===== src/rtl/gray_pkg.sv =====
// Shared constants and types for the RGB-to-gray luma pipeline.
// The BT.601 weights must sum to 256 so the >>8 rescale is exact and rounding stays in range.
package gray_pkg;
    localparam int W_R    = 77;
    localparam int W_G    = 150;
    localparam int W_B    = 29;
    localparam int ROUND  = 128;
    localparam int PIX_W  = 8;
    localparam int PROD_W = 16;

    localparam bit WEIGHTS_OK = ((W_R + W_G + W_B) == 256);

    typedef struct packed {
        logic [PIX_W-1:0] r;
        logic [PIX_W-1:0] g;
        logic [PIX_W-1:0] b;
    } rgb_t;
endpackage


===== src/rtl/frame_pixel_counter.sv =====
// Counts emitted pixels within a frame and flags the final pixel index.
module frame_pixel_counter #(
    parameter int PIXELS_PER_FRAME = 1024,
    parameter int CNT_W            = $clog2(PIXELS_PER_FRAME)
) (
    input  logic             CLK,
    input  logic             CLEAR,
    input  logic             inc,
    output logic [CNT_W-1:0] count,
    output logic             last
);
    assign last = (count == CNT_W'(PIXELS_PER_FRAME - 1));

    always_ff @(posedge CLK or negedge CLEAR) begin
        if (!CLEAR) begin
            count <= '0;
        end else if (inc) begin
            count <= last ? '0 : count + CNT_W'(1);
        end
    end
endmodule


===== src/rtl/rgb_to_gray_pipe.sv =====
// Three-stage BT.601 luma pipeline: weighted products, rounded sum, rescale to 8 bits.
// A downstream Hold freezes every stage; the output strobe is suppressed while held.
module rgb_to_gray_pipe
    import gray_pkg::*;
#(
    parameter int PIXELS_PER_FRAME = 1024,
    parameter int CNT_W            = $clog2(PIXELS_PER_FRAME)
) (
    input  logic             CLK,
    input  logic             CLEAR,
    input  logic             In_Valid,
    output logic             In_Ready,
    input  logic [7:0]       R_In,
    input  logic [7:0]       G_In,
    input  logic [7:0]       B_In,
    input  logic             Hold,
    output logic [7:0]       Gray_Out,
    output logic             Out_Enable,
    output logic             Frame_Done,
    output logic [CNT_W-1:0] Pixel_Count
);
    if (!WEIGHTS_OK) begin : g_weight_check
        $error("gray_pkg weights must sum to 256");
    end

    function automatic logic [PROD_W-1:0] weigh(input logic [PIX_W-1:0] c, input int w);
        return PROD_W'(w) * PROD_W'(c);
    endfunction

    rgb_t              pix;
    logic              v1, v2, v3;
    logic [PROD_W-1:0] p_r, p_g, p_b;
    logic [PROD_W-1:0] sum;
    logic              last;

    assign pix = '{r: R_In, g: G_In, b: B_In};

    // Handshake: a pixel transfers on any rising edge where In_Valid and In_Ready are both 1;
    // In_Ready drops whenever Hold is high or the block is in reset, so nothing is consumed then.
    assign In_Ready   = CLEAR & ~Hold;
    assign Out_Enable = v3 & ~Hold;
    assign Frame_Done = Out_Enable & last;

    always_ff @(posedge CLK or negedge CLEAR) begin
        if (!CLEAR) begin
            v1  <= 1'b0;
            p_r <= '0;
            p_g <= '0;
            p_b <= '0;
        end else if (!Hold) begin
            v1 <= In_Valid;
            if (In_Valid) begin
                p_r <= weigh(pix.r, W_R);
                p_g <= weigh(pix.g, W_G);
                p_b <= weigh(pix.b, W_B);
            end
        end
    end

    // Worst case 255*256 + 128 = 65408, so the 16-bit sum cannot wrap.
    always_ff @(posedge CLK or negedge CLEAR) begin
        if (!CLEAR) begin
            v2  <= 1'b0;
            sum <= '0;
        end else if (!Hold) begin
            v2 <= v1;
            if (v1) begin
                sum <= p_r + p_g + p_b + PROD_W'(ROUND);
            end
        end
    end

    // Gray_Out only moves when a real pixel arrives, so it holds across bubbles.
    always_ff @(posedge CLK or negedge CLEAR) begin
        if (!CLEAR) begin
            v3       <= 1'b0;
            Gray_Out <= '0;
        end else if (!Hold) begin
            v3 <= v2;
            if (v2) begin
                Gray_Out <= PIX_W'(sum >> 8);
            end
        end
    end

    frame_pixel_counter #(
        .PIXELS_PER_FRAME(PIXELS_PER_FRAME),
        .CNT_W           (CNT_W)
    ) u_counter (
        .CLK  (CLK),
        .CLEAR(CLEAR),
        .inc  (Out_Enable),
        .count(Pixel_Count),
        .last (last)
    );
endmodule


===== config.mk =====
export PLATFORM = sky130hd
export DESIGN_NAME = rgb_to_gray_pipe
export DESIGN_NICKNAME = d
export VERILOG_FILES = /design/src/rtl/gray_pkg.sv /design/src/rtl/frame_pixel_counter.sv /design/src/rtl/rgb_to_gray_pipe.sv
export SDC_FILE = /design/constraint.sdc
export NUM_CORES = 1
export LEC_CHECK = 0
export CAP_MARGIN = 10
export CORE_AREA = 4 4 110 112
export CTS_CLUSTER_SIZE = 14
export DETAILED_ROUTE_END_ITERATION = 6
export DIE_AREA = 0 0 114 116
export DONT_BUFFER_PORTS = 1
export HOLD_SLACK_MARGIN = 0.05
export PLACE_DENSITY_LB_ADDON = 0.1
export SLEW_MARGIN = 20
export SYNTH_ARGS = -nofsm -noshare
export SYNTH_HDL_FRONTEND = slang
export SYNTH_SLANG_ARGS = --single-unit
export TNS_END_PERCENT = 100

===== constraint.sdc =====
create_clock -name CLK -period 3.94 [get_ports CLK]
set_input_delay 0.788 -clock CLK [delete_from_list [all_inputs] [get_ports CLK]]
set_output_delay 0.788 -clock CLK [all_outputs]
set_load 0.02 [all_outputs]

After elaboration in Yosys (flattened, before gate mapping)

Index checks and enable logic that the tools add are counted.

Output and inout bits: 21
Logic and storage cells: 25
Input bits: 28
Register bits after elaboration: 80

Equal/unequal tests: 1
Add/sub/neg operators: 4
Reductions and logical operators: 3
Multiply operators: 3
Bitwise gates (word level): 4
Mux-type cells: 1

Operators with widths:

| operator                                          | count |
|---|---|
| multiplier 7 x 8 -> 15 bit (first input constant) | 2 |
| adder 15 x 16 -> 16 bit                           | 1 |
| adder 16 x 13 -> 16 bit                           | 1 |
| adder 16 x 8 -> 16 bit (second input constant)    | 1 |
| multiplier 5 x 8 -> 13 bit (first input constant) | 1 |
| adder 10 x 1 -> 10 bit (second input constant)    | 1 |
| == test 10 bit (second input constant)            | 1 |
| two-way mux 10 bit                                | 1 |
| AND reduction 2 bit                               | 3 |
| AND 1 bit                                         | 3 |
| NOT 1 bit                                         | 1 |

Logic depth before layout (Yosys ltp)

Depth in word-level cells: 3
Mapped depth: 15
Depth with buffers taken out: 15

Hierarchy

A second synthesis with hierarchy kept.

Cell total of the unflattened synthesis: 694
Area total of the unflattened synthesis: 6578.8 sq um

By module, submodules not included:

| module              | seq. area each (sq um) | cells an instance | times used | area each (sq um) |
|---|---|---|---|---|
| rgb_to_gray_pipe    | 1551.5                 | 645               | 1          | 6072.1 |
| frame_pixel_counter | 250.2                  | 49                | 1          | 506.7 |

Least setup slack after synthesis

No wires, ideal clock.

Kind: input-to-reg
Start point: input R_In[4]
End point: register p_r[14]
Stages: 12
Arrival: 3885 ps
Setup time: 136 ps
Path buffers: 0
Slack: -80 ps
Data required time: 3804 ps
Path through: ha_1 ha_1 inv_1 fa_1 fa_1 inv_1 ha_1 o21a_1 a2111oi_0 o21bai_1 a2111oi_0 nor3_1

Word-level cells in the longest chain between the ends: 1

RTL lines:

| what                       | RTL line               | RTL |
|---|---|---|
| start: declaration         | rgb_to_gray_pipe.sv:13 | `input logic [7:0] R_In,` |
| multiplier 7 x 8 -> 15 bit | rgb_to_gray_pipe.sv:27 | `return PROD_W'(w) * PROD_W'(c);` |
| end signal: assignment     | rgb_to_gray_pipe.sv:53 | `p_r <= weigh(pix.r, W_R);` |
| end: declaration           | rgb_to_gray_pipe.sv:32 | `logic [PROD_W-1:0] p_r, p_g, p_b;` |

Every way passes these cells.
A chain may end at the register's enable or synchronous reset.

Worst setup path in the final report

Same ends and word-level chain as after synthesis.

==> metrics.md <==
| Metric | Value |
|---|---|
| Launch point of the worst reg-to-reg path | `p_r[4]` |
| Yosys cell types | `between 50 and 60` |
| TritonCTS Sinks | `72` |
| Clk pwr share | `0.177` |
| Final WL | `12000 um` |
| Synthesis-stage register bit count | `between 70 and 80` |
| Setup CP Type | `in -> reg` |
| Worst Clk Skew | `0.00637 ns` |
| Hold Crit Class | `in -> async` |
| Slowest CP cell | `fa_1` |
| Buf+Inv Stages, Crit Path | `2` |
| Combinational family with the most area after synthesis | `adder cells` |
| Largest net degree at the start of global routing | `74` |
| Routed length per instance | `14.2 um` |
| Crit start category | `input pin` |
| Setup WS pre-CTS | `-0.167 ns` |
| XOR/XNOR Fraction of Synth Area | `0.0373` |
| Worst reg2reg setup slack | `between 0.5 and 0.6 ns` |
| Flop pwr share | `0.269` |
| Max-Slew Margin vs Limit | `0.340` |
| CP Capture Type | `flip-flop` |
| Final HPWL DP | `around 9700 um` |
| Post-synthesis mux area share | `0.0183` |
| Multi-input logic area | `between 4000 and 5000 um^2` |
| CORE AREA | `approximately 11000 um^2` |
| Worst-path fanout max | `4` |
| Post-synthesis compound-gate area fraction | `0.118` |
| Syn Inst Count | `approximately 700` |
| Io pins | `between 40 and 50` |
| Drt pass-1 iters | `4` |
| N_diodes | `0` |
| Most frequent cells in the layout | `ha_1 (126), inv_1 (123), dfrtp_1 (72), nand2_1 (71), o21ai_1 (46)` |
| Final hold violation count | `0` |
| DR vias | `4644` |
| Largest delay share family, worst path | `adder cells` |
| Synth Flop Type | `dfrtp_1` |
| Tot Pwr | `4600 uW` |
| Cell area after synthesis | `6580 um^2` |
| Max-cap violations | `0` |
| Logic gate share of total power | `0.554` |
| FF-to-FF path depth | `12` |
| Fmax | `~270 MHz` |
| Setup WS post-layout | `a little over 0.3 ns` |
| Iteration-0 DRC Markers | `between 200 and 250` |
| Fin nets | `~900` |
| H-tree levels | `3` |
| GRT overflow | `0` |
| Die ar. | `13200 um^2` |
| Tmin final | `approximately 3.6 ns` |
| Sequential cell area | `approximately 1800 um^2` |
| Switch Pwr | `1950 uW` |
| VDD IR max | `424 uV` |
| Post-Route Utilization | `0.629` |
| Sequential share of the synthesized area | `0.274` |
| Pins Over Slew Limit | `0` |
| Row cnt | `39` |
| Share of cells above drive strength 1 | `0.0440` |
| Cts bufs inserted | `9` |
| Ys async rst share | `1.00` |
| Worst-Skew Late Latency | `0.34 ns` |
| Clock buffer depth | `2` |
| WP data arrival | `3.85 ns` |
| Synthesized area per cell | `9.43 um^2` |
| Pwr dens | `roughly 650 nW/um^2` |
| Placer Congestion | `roughly 0.84` |
| Post-synth EDFFs | `0` |
| PortBufs | `0` |
| DIE WIDTH | `roughly 110 um` |
| Via density | `5.48` |
| Starting Density | `0.586` |
| Commonest non-fill, non-tap cell in the layout | `ha_1` |
| First-pass GRT wire length | `between 20000 and 25000 um` |
| DIE HEIGHT | `between 100 and 150 um` |
| Switch share | `0.424` |
| Outcome | `finished clean` |
| Root Driver | `clkbuf_16` |
| Int Pwr | `about 2700 uW` |
| Post-Syn Nets | `~890` |
| Layout area overhead | `7.38%` |
| Ys Warns | `0` |
| Initial antenna violation count | `0` |
| Adder-cell share of the synthesized area | `0.355` |
| Reg-to-reg endpoint | `sum[15]` |
| Post-DRT Antenna Nets | `0` |
| Leak | `~0.0038 uW` |
| Worst-path cell chain | `ha_1, ha_1, inv_1, fa_1, fa_1, inv_1, ha_1, o21a_1, a2111oi_2, o21bai_1, a2111oi_2, nor3_1` |
| Post-synthesis simple-gate area fraction | `0.116` |
| Clk pin slew, worst setup/hold paths | `approximately 0.06 ns` |
| Setup violations, final | `0` |
| Crit path top cell by count | `ha_1` |
| Hold_buf cts | `0` |
| CTS tree | `built` |
| GR Util All Layers | `0.200` |
| RSZ-0062 raised after global routing | `no` |
| Worst EP required | `4.15 ns` |
| Vias in the first global route | `4692` |
| Worst slew pin tran | `between 0.9 and 1 ns` |
| Filler cells | `around 960` |
| CP max stage delay | `between 0.5 and 0.6 ns` |
| Final routed DRC violation total | `0` |
| Tcrit/Tclk final | `0.923` |
==> flip-flops by register name, summed over array words and instances, names as in the netlist <==
register / cells
v1: 1
v3: 1
sum: 8
p_r: 15
Gray_Out: 8
p_b: 13
v2: 1
p_g: 15
u_counter.count: 10
==> metal layers <==
layer  routed length (um)  global-route usage
met4                  246              0.0625
met5                    0                   0
met3                  510              0.0470
met1                 5340               0.252
met2                 5910               0.343
==> through the flow <==
stage / cells / hold WS, ns / instance area [um^2] / TNS [ns]
6_report: 847 / 0.140 / 7060 / 0
5_1_grt: 847 / 0.121 / 7060 / 0
4_1_cts: 847 / 0.131 / 7050 / 0
3_5_place_dp: 831 / 0.462 / 6760 / -0.191
3_3_place_gp: 831 / 0.459 / 6760 / -0.0833
2_1_floorplan: 697 / 0.441 / 6580 / 0
==> power by group through the flow <==
stage	sequential, uW	combinational, uW	clock (uW)
finish	1240	2550	816
global route	1270	3000	868
CTS	1240	2580	834
detailed placement	1250	2550	0
global placement	1240	2480	0
floorplan	1200	2080	0
==> cells by family after synthesis <==
kind of cell,count (synthesis)
XOR/XNOR,28
buffers and inverters,141
flip-flops,72
AND/OR/NAND/NOR,157
multiplexers,11
adder cells (fa/ha/maj),164
AO/OA/AOI/OAI,124
==> final cells by class <==
class | count | share of cell area
multi-input cells | 484 | 0.604
repair buffers | 7 | 0.00744
flip-flops and latches | 72 | 0.255
well taps | 143 | 0.0253
clock inverters | 6 | 0.00957
inverters | 125 | 0.0665
clock buffers | 10 | 0.0324
==> how the worst max path moves through the flow <==
| stage | slack [ns] | cells after the start | from | endpoint |
|---|---|---|---|---|
| 2_1_floorplan | 0.007 | 12 | R_In[4] | p_r[14] |
| 3_3_place_gp | -0.08 | 12 | R_In[4] | p_r[14] |
| 3_5_place_dp | -0.17 | 12 | R_In[4] | p_r[14] |
| 4_1_cts | 0.17 | 12 | R_In[4] | p_r[14] |
| 5_1_grt | 0.05 | 12 | R_In[4] | p_r[14] |
| 6_report | 0.30 | 12 | R_In[4] | p_r[14] |
==> synth_stat cells, types with 11 or more instances <==
library cell	n	area share
fa_1	38	0.12
a21oi_1	18	0.014
xnor2_1	17	0.023
xor2_1	11	0.015
a21o_1	11	0.013
inv_1	123	0.070
dfrtp_1	72	0.27
nand2_1	71	0.041
ha_1	126	0.24
nor2_1	22	0.013
o21ai_1	46	0.035
clkbuf_1	13	0.0074
==> repair_timing <==
item                       CTS  global route
resized for setup            0             2
setup endpoints to repair    0             1
buffers inserted             0             0
Note: power is estimated with default switching activity, not from simulation.
